`src/rtl/sha256_pkg.sv`:
```
// Shared constants, state encoding and last-word padding helper for the SHA-256 message padder.
package sha256_pkg;

    localparam int BLOCK_W = 512;
    localparam int WORD_W  = 32;
    localparam int LEN_W   = 64;
    localparam int WORDS   = 16;

    localparam logic [WORD_W-1:0] PAD_WORD = 32'h8000_0000;

    typedef enum logic [2:0] {
        S_IDLE  = 3'd0,
        S_FILL  = 3'd1,
        S_PAD   = 3'd2,
        S_LEN   = 3'd3,
        S_ISSUE = 3'd4,
        S_WAIT0 = 3'd5,
        S_WAIT  = 3'd6
    } state_t;

    // Keep the k leading bytes, put the 0x80 marker in byte k (k<4), zero the rest.
    function automatic logic [WORD_W-1:0] pad_last(input logic [WORD_W-1:0] d,
                                                   input logic [2:0] k);
        logic [WORD_W-1:0] r;
        case (k)
            3'd0:    r = PAD_WORD;
            3'd1:    r = {d[31:24], 8'h80, 16'h0000};
            3'd2:    r = {d[31:16], 8'h80, 8'h00};
            3'd3:    r = {d[31:8], 8'h80};
            default: r = d;
        endcase
        return r;
    endfunction

endpackage

```
`src/rtl/sha256_block_buf.sv`:
```
// 16x32 block register file: indexed word write, length write into words 14/15, and clear.
module sha256_block_buf
    import sha256_pkg::*;
(
    input  logic               clk,
    input  logic               reset_n,
    input  logic               clr,
    input  logic               wr_en,
    input  logic [3:0]         wr_idx,
    input  logic [WORD_W-1:0]  wr_data,
    input  logic               len_we,
    input  logic [LEN_W-1:0]   len_val,
    output logic [BLOCK_W-1:0] block
);

    logic [WORD_W-1:0] mem [WORDS];

    always_ff @(posedge clk or negedge reset_n) begin
        if (!reset_n) begin
            for (int i = 0; i < WORDS; i++) mem[i] <= '0;
        end else if (clr) begin
            for (int i = 0; i < WORDS; i++) mem[i] <= '0;
        end else begin
            if (wr_en) mem[wr_idx] <= wr_data;
            if (len_we) begin
                mem[14] <= len_val[63:32];
                mem[15] <= len_val[31:0];
            end
        end
    end

    // Word 0 occupies the most significant 32 bits of the block.
    always_comb begin
        block = '0;
        for (int i = 0; i < WORDS; i++) block[BLOCK_W-1-WORD_W*i -: WORD_W] = mem[i];
    end

endmodule

```
`src/rtl/sha256_padder.sv`:
```
// FIPS 180-4 message padder: packs 32-bit words into 512-bit blocks and sequences sha256_core.
module sha256_padder
    import sha256_pkg::*;
#(
    parameter bit MODE = 1'b1
) (
    input  logic               clk,
    input  logic               reset_n,
    input  logic               in_valid,
    output logic               in_ready,
    input  logic [31:0]        in_data,
    input  logic               in_last,
    input  logic [2:0]         in_bytes,
    output logic               core_init,
    output logic               core_next,
    output logic               core_mode,
    output logic [BLOCK_W-1:0] core_block,
    input  logic               core_ready,
    output logic               busy,
    output logic               msg_done,
    output logic [2:0]         dbg_state
);

    // Handshake: a word transfers on a rising edge where in_valid && in_ready; the
    // source must hold in_data/in_last/in_bytes stable while in_valid is high and in_ready low.

    state_t            state, state_d;
    logic [3:0]        widx, widx_d;
    logic [LEN_W-1:0]  len, len_d;
    logic              first, first_d;
    logic              pad_pending, pad_d;
    logic              tail, tail_d;
    logic              final_blk, final_d;
    logic              live;

    logic              buf_clr, buf_we, buf_len_we;
    logic [WORD_W-1:0] buf_data;
    logic              accept;
    logic [2:0]        k;

    assign accept    = in_valid && in_ready;
    assign k         = (in_bytes > 3'd4) ? 3'd4 : in_bytes;
    assign core_mode = MODE;

    sha256_block_buf u_buf (
        .clk     (clk),
        .reset_n (reset_n),
        .clr     (buf_clr),
        .wr_en   (buf_we),
        .wr_idx  (widx),
        .wr_data (buf_data),
        .len_we  (buf_len_we),
        .len_val (len),
        .block   (core_block)
    );

    always_ff @(posedge clk or negedge reset_n) begin
        if (!reset_n) begin
            state       <= S_IDLE;
            widx        <= '0;
            len         <= '0;
            first       <= 1'b1;
            pad_pending <= 1'b0;
            tail        <= 1'b0;
            final_blk   <= 1'b0;
            live        <= 1'b0;
        end else begin
            state       <= state_d;
            widx        <= widx_d;
            len         <= len_d;
            first       <= first_d;
            pad_pending <= pad_d;
            tail        <= tail_d;
            final_blk   <= final_d;
            live        <= 1'b1;
        end
    end

    always_comb begin
        state_d    = state;
        widx_d     = widx;
        len_d      = len;
        first_d    = first;
        pad_d      = pad_pending;
        tail_d     = tail;
        final_d    = final_blk;
        buf_clr    = 1'b0;
        buf_we     = 1'b0;
        buf_len_we = 1'b0;
        buf_data   = in_data;
        case (state)
            S_IDLE, S_FILL: begin
                if (accept) begin
                    buf_we = 1'b1;
                    widx_d = widx + 4'd1;
                    if (!in_last) begin
                        len_d   = len + 64'd32;
                        state_d = (widx == 4'd15) ? S_ISSUE : S_FILL;
                    end else begin
                        buf_data = pad_last(in_data, k);
                        len_d    = len + {58'd0, k, 3'b000};
                        pad_d    = (k == 3'd4);
                        tail_d   = 1'b1;
                        state_d  = (widx == 4'd15) ? S_ISSUE : S_PAD;
                    end
                end
            end
            S_PAD: begin
                if (widx == 4'd14 && !pad_pending) begin
                    state_d = S_LEN;
                end else begin
                    buf_we   = 1'b1;
                    buf_data = pad_pending ? PAD_WORD : '0;
                    pad_d    = 1'b0;
                    widx_d   = widx + 4'd1;
                    if (widx == 4'd15) state_d = S_ISSUE;
                end
            end
            S_LEN: begin
                buf_len_we = 1'b1;
                final_d    = 1'b1;
                state_d    = S_ISSUE;
            end
            S_ISSUE: begin
                first_d = 1'b0;
                state_d = S_WAIT0;
            end
            S_WAIT0: state_d = S_WAIT;
            S_WAIT: begin
                if (core_ready) begin
                    buf_clr = 1'b1;
                    widx_d  = '0;
                    if (final_blk) begin
                        state_d = S_IDLE;
                        len_d   = '0;
                        first_d = 1'b1;
                        pad_d   = 1'b0;
                        tail_d  = 1'b0;
                        final_d = 1'b0;
                    end else begin
                        state_d = tail ? S_PAD : S_FILL;
                    end
                end
            end
            default: state_d = S_IDLE;
        endcase
    end

    always_comb begin
        in_ready  = live && (state == S_IDLE || state == S_FILL);
        core_init = (state == S_ISSUE) && first;
        core_next = (state == S_ISSUE) && !first;
        busy      = (state != S_IDLE);
        msg_done  = (state == S_WAIT) && final_blk && core_ready;
        dbg_state = state;
    end

endmodule

```
`config.mk`:
```
export PLATFORM = sky130hd
export DESIGN_NAME = sha256_padder
export DESIGN_NICKNAME = d
export VERILOG_FILES = /design/src/rtl/sha256_pkg.sv /design/src/rtl/sha256_block_buf.sv /design/src/rtl/sha256_padder.sv
export SDC_FILE = /design/constraint.sdc
export NUM_CORES = 1
export LEC_CHECK = 0
export BUFFER_PORTS_ARGS = -buffer_cell sky130_fd_sc_hd__buf_2
export CAP_MARGIN = 20
export CORE_AREA = 2 2 242 244
export DETAILED_ROUTE_END_ITERATION = 10
export DIE_AREA = 0 0 244 246
export PLACE_DENSITY = 0.69
export SYNTH_ARGS = -nofsm -noshare
export SYNTH_HDL_FRONTEND = slang
export SYNTH_SLANG_ARGS = --single-unit
```
`constraint.sdc`:
```
create_clock -name clk -period 4.7 [get_ports clk]
set_input_delay 0.235 -clock clk [delete_from_list [all_inputs] [get_ports clk]]
set_output_delay 0.235 -clock clk [all_outputs]
set_load 0.01 [all_outputs]
```
Word level (Yosys, flattened, before mapping)
Index checks and enable logic that the tools add are counted.
- register bits: 588
- input bits: 40
- output and inout bits: 521
- add/sub/neg operators: 3
- $lt $le $gt $ge: 3
- equal/unequal tests: 18
- multiplexer cells: 52
- bitwise operators: 1
- reduce and logical (&&, ||, !) cells: 28
- operator list (kind ; count):
    $mux W512 ; 2
    $bwmux W512 ; 1
    $mux W64 ; 5
    $mux W32 ; 5
    $demux W32 S4 ; 1
    $pmux W32 S4 ; 1
    $pmux W64 S2 ; 1
    $add A64 B6 Y64 ; 1
    $add A64 B6 Y64 const B ; 1
    $pmux W32 S2 ; 1
    $mux W3 ; 8
    $pmux W3 S6 ; 1
    $mux W1 ; 15
    $eq A3 B2 Y1 const B ; 4
    $eq A3 B3 Y1 const B ; 4
    $mux W4 ; 3
    $pmux W4 S3 ; 1
    $ne A2 B2 Y1 const B ; 5
    $reduce_bool A3 Y1 ; 3
    $eq A4 B4 Y1 const B ; 2
    $logic_and A1 B1 Y1 ; 8
    $pmux W1 S2 ; 4
    $reduce_and A4 Y1 ; 2
    $reduce_bool A2 Y1 ; 4
    other kinds (17) ; 22

Logic depth before layout (Yosys ltp)
- word-level depth: 11
- gate-level depth with buffers: 10
- gate-level depth less buffers: 8

By module
A second synthesis with hierarchy kept.
- cell total of the unflattened synthesis: 3004
- area total of the unflattened synthesis: 27118.5 um^2
- modules (own cells, without submodules) (module ; times used ; cells an instance ; area each (um^2) ; sequential area each (um^2)):
    sha256_block_buf ; 1 ; 2487 ; 22645.5 ; 12812.3
    sha256_padder ; 1 ; 517 ; 4473.0 ; 1828.0

Least setup slack after synthesis
No wires, ideal clock.
- kind: register to register
- start point: reg widx[0]
- end point: reg u_buf.mem, in the netlist u_buf.block[25]
- arrival: 2.406 ns
- data required time: 4.633 ns
- path slack: 2.227 ns
- cell stages (with the launch flop): 9
- path buffers: 1
- period minus slack after synthesis: 2.473 ns
- path through: dfrtp_1 > inv_1 > ha_1 > clkbuf_1 > nand4b_1 > a22oi_1 > a211oi_1 > nor4_2 > a221o_1
- longest elaborated chain between the ends: 9
- elaborated cells on any way between the ends: 17
- ends and longest elaborated chain (what ; RTL line ; RTL):
    from (decl) ; sha256_padder.sv:28 ; logic [3:0] widx, widx_d;
    from (signal assigned) ; sha256_padder.sv:69 ; widx <= widx_d;
    $not A4 Y5 (not written as such) ; sha256_block_buf.sv:24 ; if (wr_en) mem[wr_idx] <= wr_data;
    $ge A5 B5 Y1 (not written as such) or $lt A5 B1 Y1 (tied branches) ; sha256_block_buf.sv:24 ;
    $logic_and A1 B1 Y1 (not written as such) ; sha256_block_buf.sv:24 ;
    $mux W32 (not written as such) ; sha256_block_buf.sv:24 ;
    $demux W32 S4 ; sha256_block_buf.sv:24 ;
    $bwmux W512 ; sha256_block_buf.sv:24 ;
    $mux W512 ; sha256_block_buf.sv:24 ;
    $mux W64 ; sha256_block_buf.sv:25 ; if (len_we) begin
    $mux W512 ; sha256_block_buf.sv:21 ; end else if (clr) begin
    to (signal, indexed assignment) ; sha256_block_buf.sv:24 ;
    to (decl) ; sha256_block_buf.sv:16 ; logic [WORD_W-1:0] mem [WORDS];
Parallel ways exist; a longest one is shown, timed or not. The select of a mux whose other input is x is not followed.
A chain may end at the register's enable or synchronous reset.

Worst setup path in the final report
- start point: reg state[1], in the netlist dbg_state[1]
- end point: reg u_buf.mem, in the netlist u_buf.block[462]
- longest elaborated chain between the ends: 9
- elaborated cells on any way between the ends: 17
- ends and longest elaborated chain (what ; RTL line ; RTL):
    from (decl) ; sha256_padder.sv:27 ; state_t state, state_d;
    from (signal assigned) ; sha256_padder.sv:68 ; state <= state_d;
    $eq A3 B1 Y1 or $logic_not A3 Y1 (tied branches) ; sha256_padder.sv:91, sha256_padder.sv:150 ;
    $logic_or A1 B1 Y1 ; sha256_padder.sv:150 ; in_ready = live && (state == S_IDLE || state == S_FILL);
    $logic_and A1 B1 Y1 ; sha256_padder.sv:150 ;
    $logic_and A1 B1 Y1 ; sha256_padder.sv:41 ; assign accept = in_valid && in_ready;
    $mux W32 ; sha256_padder.sv:93 ; if (accept) begin
    $pmux W32 S2 ; sha256_padder.sv:91 ; case (state)
    $bwmux W512 ; sha256_block_buf.sv:24 ;
    $mux W512 ; sha256_block_buf.sv:24 ;
    $mux W512 ; sha256_block_buf.sv:21 ;
Parallel ways exist; a longest one is shown, timed or not. The select of a mux whose other input is x is not followed.

==> metrics.md <==
| Metric | Value |
|---|---|
| Status | `completed` |
| GRT overflow | `0` |
| R2r endpoint | `u_buf.block[462]$_DFFE_PN0P_` |
| DRC Markers | `0` |
| Asr flop ratio synth | `100%` |
| Main synth FF type | `dfrtp_1` |
| WL per Instance | `25.8 um` |
| CORE AREA | `57400 um^2` |
| Reg2reg path depth | `5` |
| Pin count of the biggest net entering global routing | `203` |
| Mapped cell area | `25100 um^2` |
| Clock Skew | `24.6 ps` |
| CTS Sinks | `585` |
| Die area | `60000 um^2` |
| Crit share post-route | `84.3%` |
| Post-DP HPWL | `63.2 mm` |
| CTS tree | `yes` |
| Final std cells w/o fill | `3616` |
| CP endpoint kind | `register` |
| Buf/Inv on CP | `3` |
| Via density | `5.90` |
| Slew Limit Fails | `0` |
| Root buffer cell | `clkbuf_16` |
| Die Height | `246 um` |
| Sequential share of the synthesized area | `58.4%` |
| # nets final | `2840` |
| Tightest Pin Transition | `1160 ps` |
| Final Setup Violations | `0` |
| Total power | `20900 uW` |
| Relative slew slack | `22.4%` |
| Fmax | `252 MHz` |
| Unrepaired setup endpoints after global routing | `no` |
| CTS Buf Count | `66` |
| Synth area leaders | `dfrtp_1 (58%), a31o_2 (11%), nor2_1 (5.4%), mux2i_1 (5.1%), clkbuf_1 (2.7%)` |
| Crit path kind | `register to register` |
| Synthesis Warnings | `0` |
| Post-synth top area cell | `dfrtp_1` |
| Slowest CP cell | `buf_4` |
| LEAKAGE | `0.0165 uW` |
| Final Instance Area | `31200 um^2` |
| Syn avg cell area | `10.9 um^2` |
| Tot GR Track Use | `30.4%` |
| Hold-critical path depth | `3` |
| Vias in the first global route | `20800` |
| WL final | `93.4 mm` |
| Pre-CTS setup slack | `933 ps` |
| First-pass GRT wire length | `137 mm` |
| Crit-path leading delay family | `buffers and inverters` |
| Maxcap violations | `0` |
| Placed Instances | `3475` |
| Cell repeated most along the worst path | `buf_4` |
| DP Area | `28700 um^2` |
| Chip Width | `244 um` |
| Maximum fanout along the worst path | `202` |
| Via count | `21300` |
| Crit-path cells | `nand4b_1, buf_12, buf_4, buf_4, a31o_2` |
| Clock slew at reported path FFs | `60 ps` |
| Hold path startpoint | `in_data[17]` |
| Synth top area share | `58.3%` |
| Type of the worst min-delay path | `input port to register` |
| Worst hold endpoint | `u_buf.block[49]$_DFFE_PN0P_` |
| ANT nets after route | `0` |
| WP data required | `5220 ps` |
| Share of cells above drive strength 1 | `39.0%` |
| Row count | `88` |
| Initial antenna violation count | `8` |
| Setup crit start | `dbg_state[1]$_DFFE_PN0P_` |
| Worst r2r src | `dbg_state[1]$_DFFE_PN0P_` |
| EDFF count, synth | `0` |
| Slowest Stage Delay on Critical Path | `840 ps` |
| IO Port Bufs | `559` |
| GPL Wtd Cong | `0.926` |
| Flops & latches, synth | `585` |
| Fin. Hold Viols | `0` |
| Area Overhead vs Synth | `24.5%` |
| CTS max path bufs | `3` |
| CP Launch Type | `register` |
| Buffer count from post-CTS setup fixing | `0` |
| Final min period | `3960 ps` |
| Max VDD drop | `0.399 mV` |
| Synthesized instance count | `2297` |
| Initial drt markers | `1986` |
| # IOs | `561` |
| Worst setup margin | `738 ps` |
| Pwr Density | `668 nW/um^2` |
| H-tree depth | `3` |
| Yosys cell types | `70` |
| Worst skew pair latency | `600 ps` |
| Setup TNS Final | `0 ps` |
| Starting Density | `43.7%` |
| First-pass DRT Iterations | `7` |
| Reg-to-reg slack, setup | `740 ps` |
| Arrival @ worst endpoint | `4480 ps` |
==> power breakdown <==
part	total (uW)	switching [uW]	internal [uW]	leakage (uW)
logic	7630	4670	2960	0.00752
registers	7860	1130	6740	0.00783
clock network	5370	2180	3190	0.00113
==> flip-flops by register name (all words and copies together), names as in the netlist <==
name,flops
first,1
tail,1
dbg_state,3
len,61
u_buf.block,512
widx,4
final_blk,1
pad_pending,1
live,1
==> worst max-delay path by stage <==
stage,depth (start not counted),end,slack (ps)
after global routing,5,u_buf.block[292]$_DFFE_PN0P_,620
after global placement,7,u_buf.block[136]$_DFFE_PN0P_,1060
after floorplan,8,u_buf.block[25]$_DFFE_PN0P_,2230
final,5,u_buf.block[462]$_DFFE_PN0P_,740
after detailed placement,5,u_buf.block[494]$_DFFE_PN0P_,930
after CTS,5,u_buf.block[403]$_DFFE_PN0P_,930
==> logic make-up (layout without fill, tap and decap cells) <==
kind of cell,count (synthesis),in the layout,synth area share [%]
DFF,585,585,58.4
AOI/OAI and AO/OA,614,614,18.9
buffers and inverters,228,774,3.55
other,1,9,0.0150
muxes,129,129,5.16
adders and majority gates,8,8,0.429
xor gates and xnor gates,14,14,0.489
and+or+nand+nor,718,718,13.0
==> layout by cell type, fill, tap and decap left out, types with 25 or more instances in the layout <==
master	instances
dfrtp_1	583
buf_2	559
nor2_1	361
a31o_2	318
nand2_1	180
mux2i_1	127
o21ai_0	75
clkbuf_16	68
a21oi_1	55
buf_4	55
a32oi_1	53
o31ai_1	30
nand3_1	26
nand4_1	26
or4_1	25
==> per-layer routing <==
layer  up-vias  track usage [%]  wire, um
li1       9305                -         -
met1     10800             38.5     36100
met2      1052             48.0     43900
met3       231             7.60      7930
met4         0             16.9      5470
met5         -                0         0
==> cell usage after synthesis (all sizes together), types with 6 or more instances <==
| cell | n |
|---|---|
| dfrtp | 584 |
| nor2 | 362 |
| a31o | 322 |
| clkbuf | 183 |
| nand2 | 180 |
| mux2i | 127 |
| o21ai | 100 |
| a21oi | 55 |
| a32oi | 53 |
| nand3 | 38 |
| o31ai | 30 |
| nand4 | 28 |
| buf | 27 |
| or4 | 25 |
| inv | 18 |
| or3 | 17 |
| nor4 | 10 |
| xor2 | 10 |
| a22o | 8 |
| and3 | 8 |
| nor2b | 8 |
| nor3 | 8 |
| a21o | 7 |
| ha | 7 |
| and2 | 6 |
| and4 | 6 |
| o211ai | 6 |
| o21a | 6 |
==> through the flow <==
| step | util [%] | hold slack (ps) |
|---|---|---|
| 3_5_place_dp | 50.1 | 352 |
| 6_report | 54.4 | 40.2 |
| 5_1_grt | 54.4 | 39.7 |
| 3_3_place_gp | 50.0 | 334 |
| 2_1_floorplan | - | -60.6 |
| 4_1_cts | 54.2 | 2.71 |
==> cell type report <==
cell class                      count  area, um^2
Fill cell                        4986       26200
Timing Repair Buffer              636        3560
Tap cell                          765         957
Clock inverter                     24         251
Sequential cell                   585       14600
Inverter                           18        67.6
Clock buffer                       96        2030
Antenna cell                        7        17.5
Multi-Input combinational cell   1485        9690
==> worst register-to-register path, cell delays in order, from the launching register on <==
cell and delay (ps):
dfrtp_1 630, nand4b_1 390, buf_12 520, buf_4 1180, buf_4 850, a31o_2 340
==> repair_timing <==
item,CTS,global route
hold buffers,9,0
resized for setup,0,0
endpoints found under the hold margin,95,0
No activity file was read; power rests on OpenSTA's default activity.
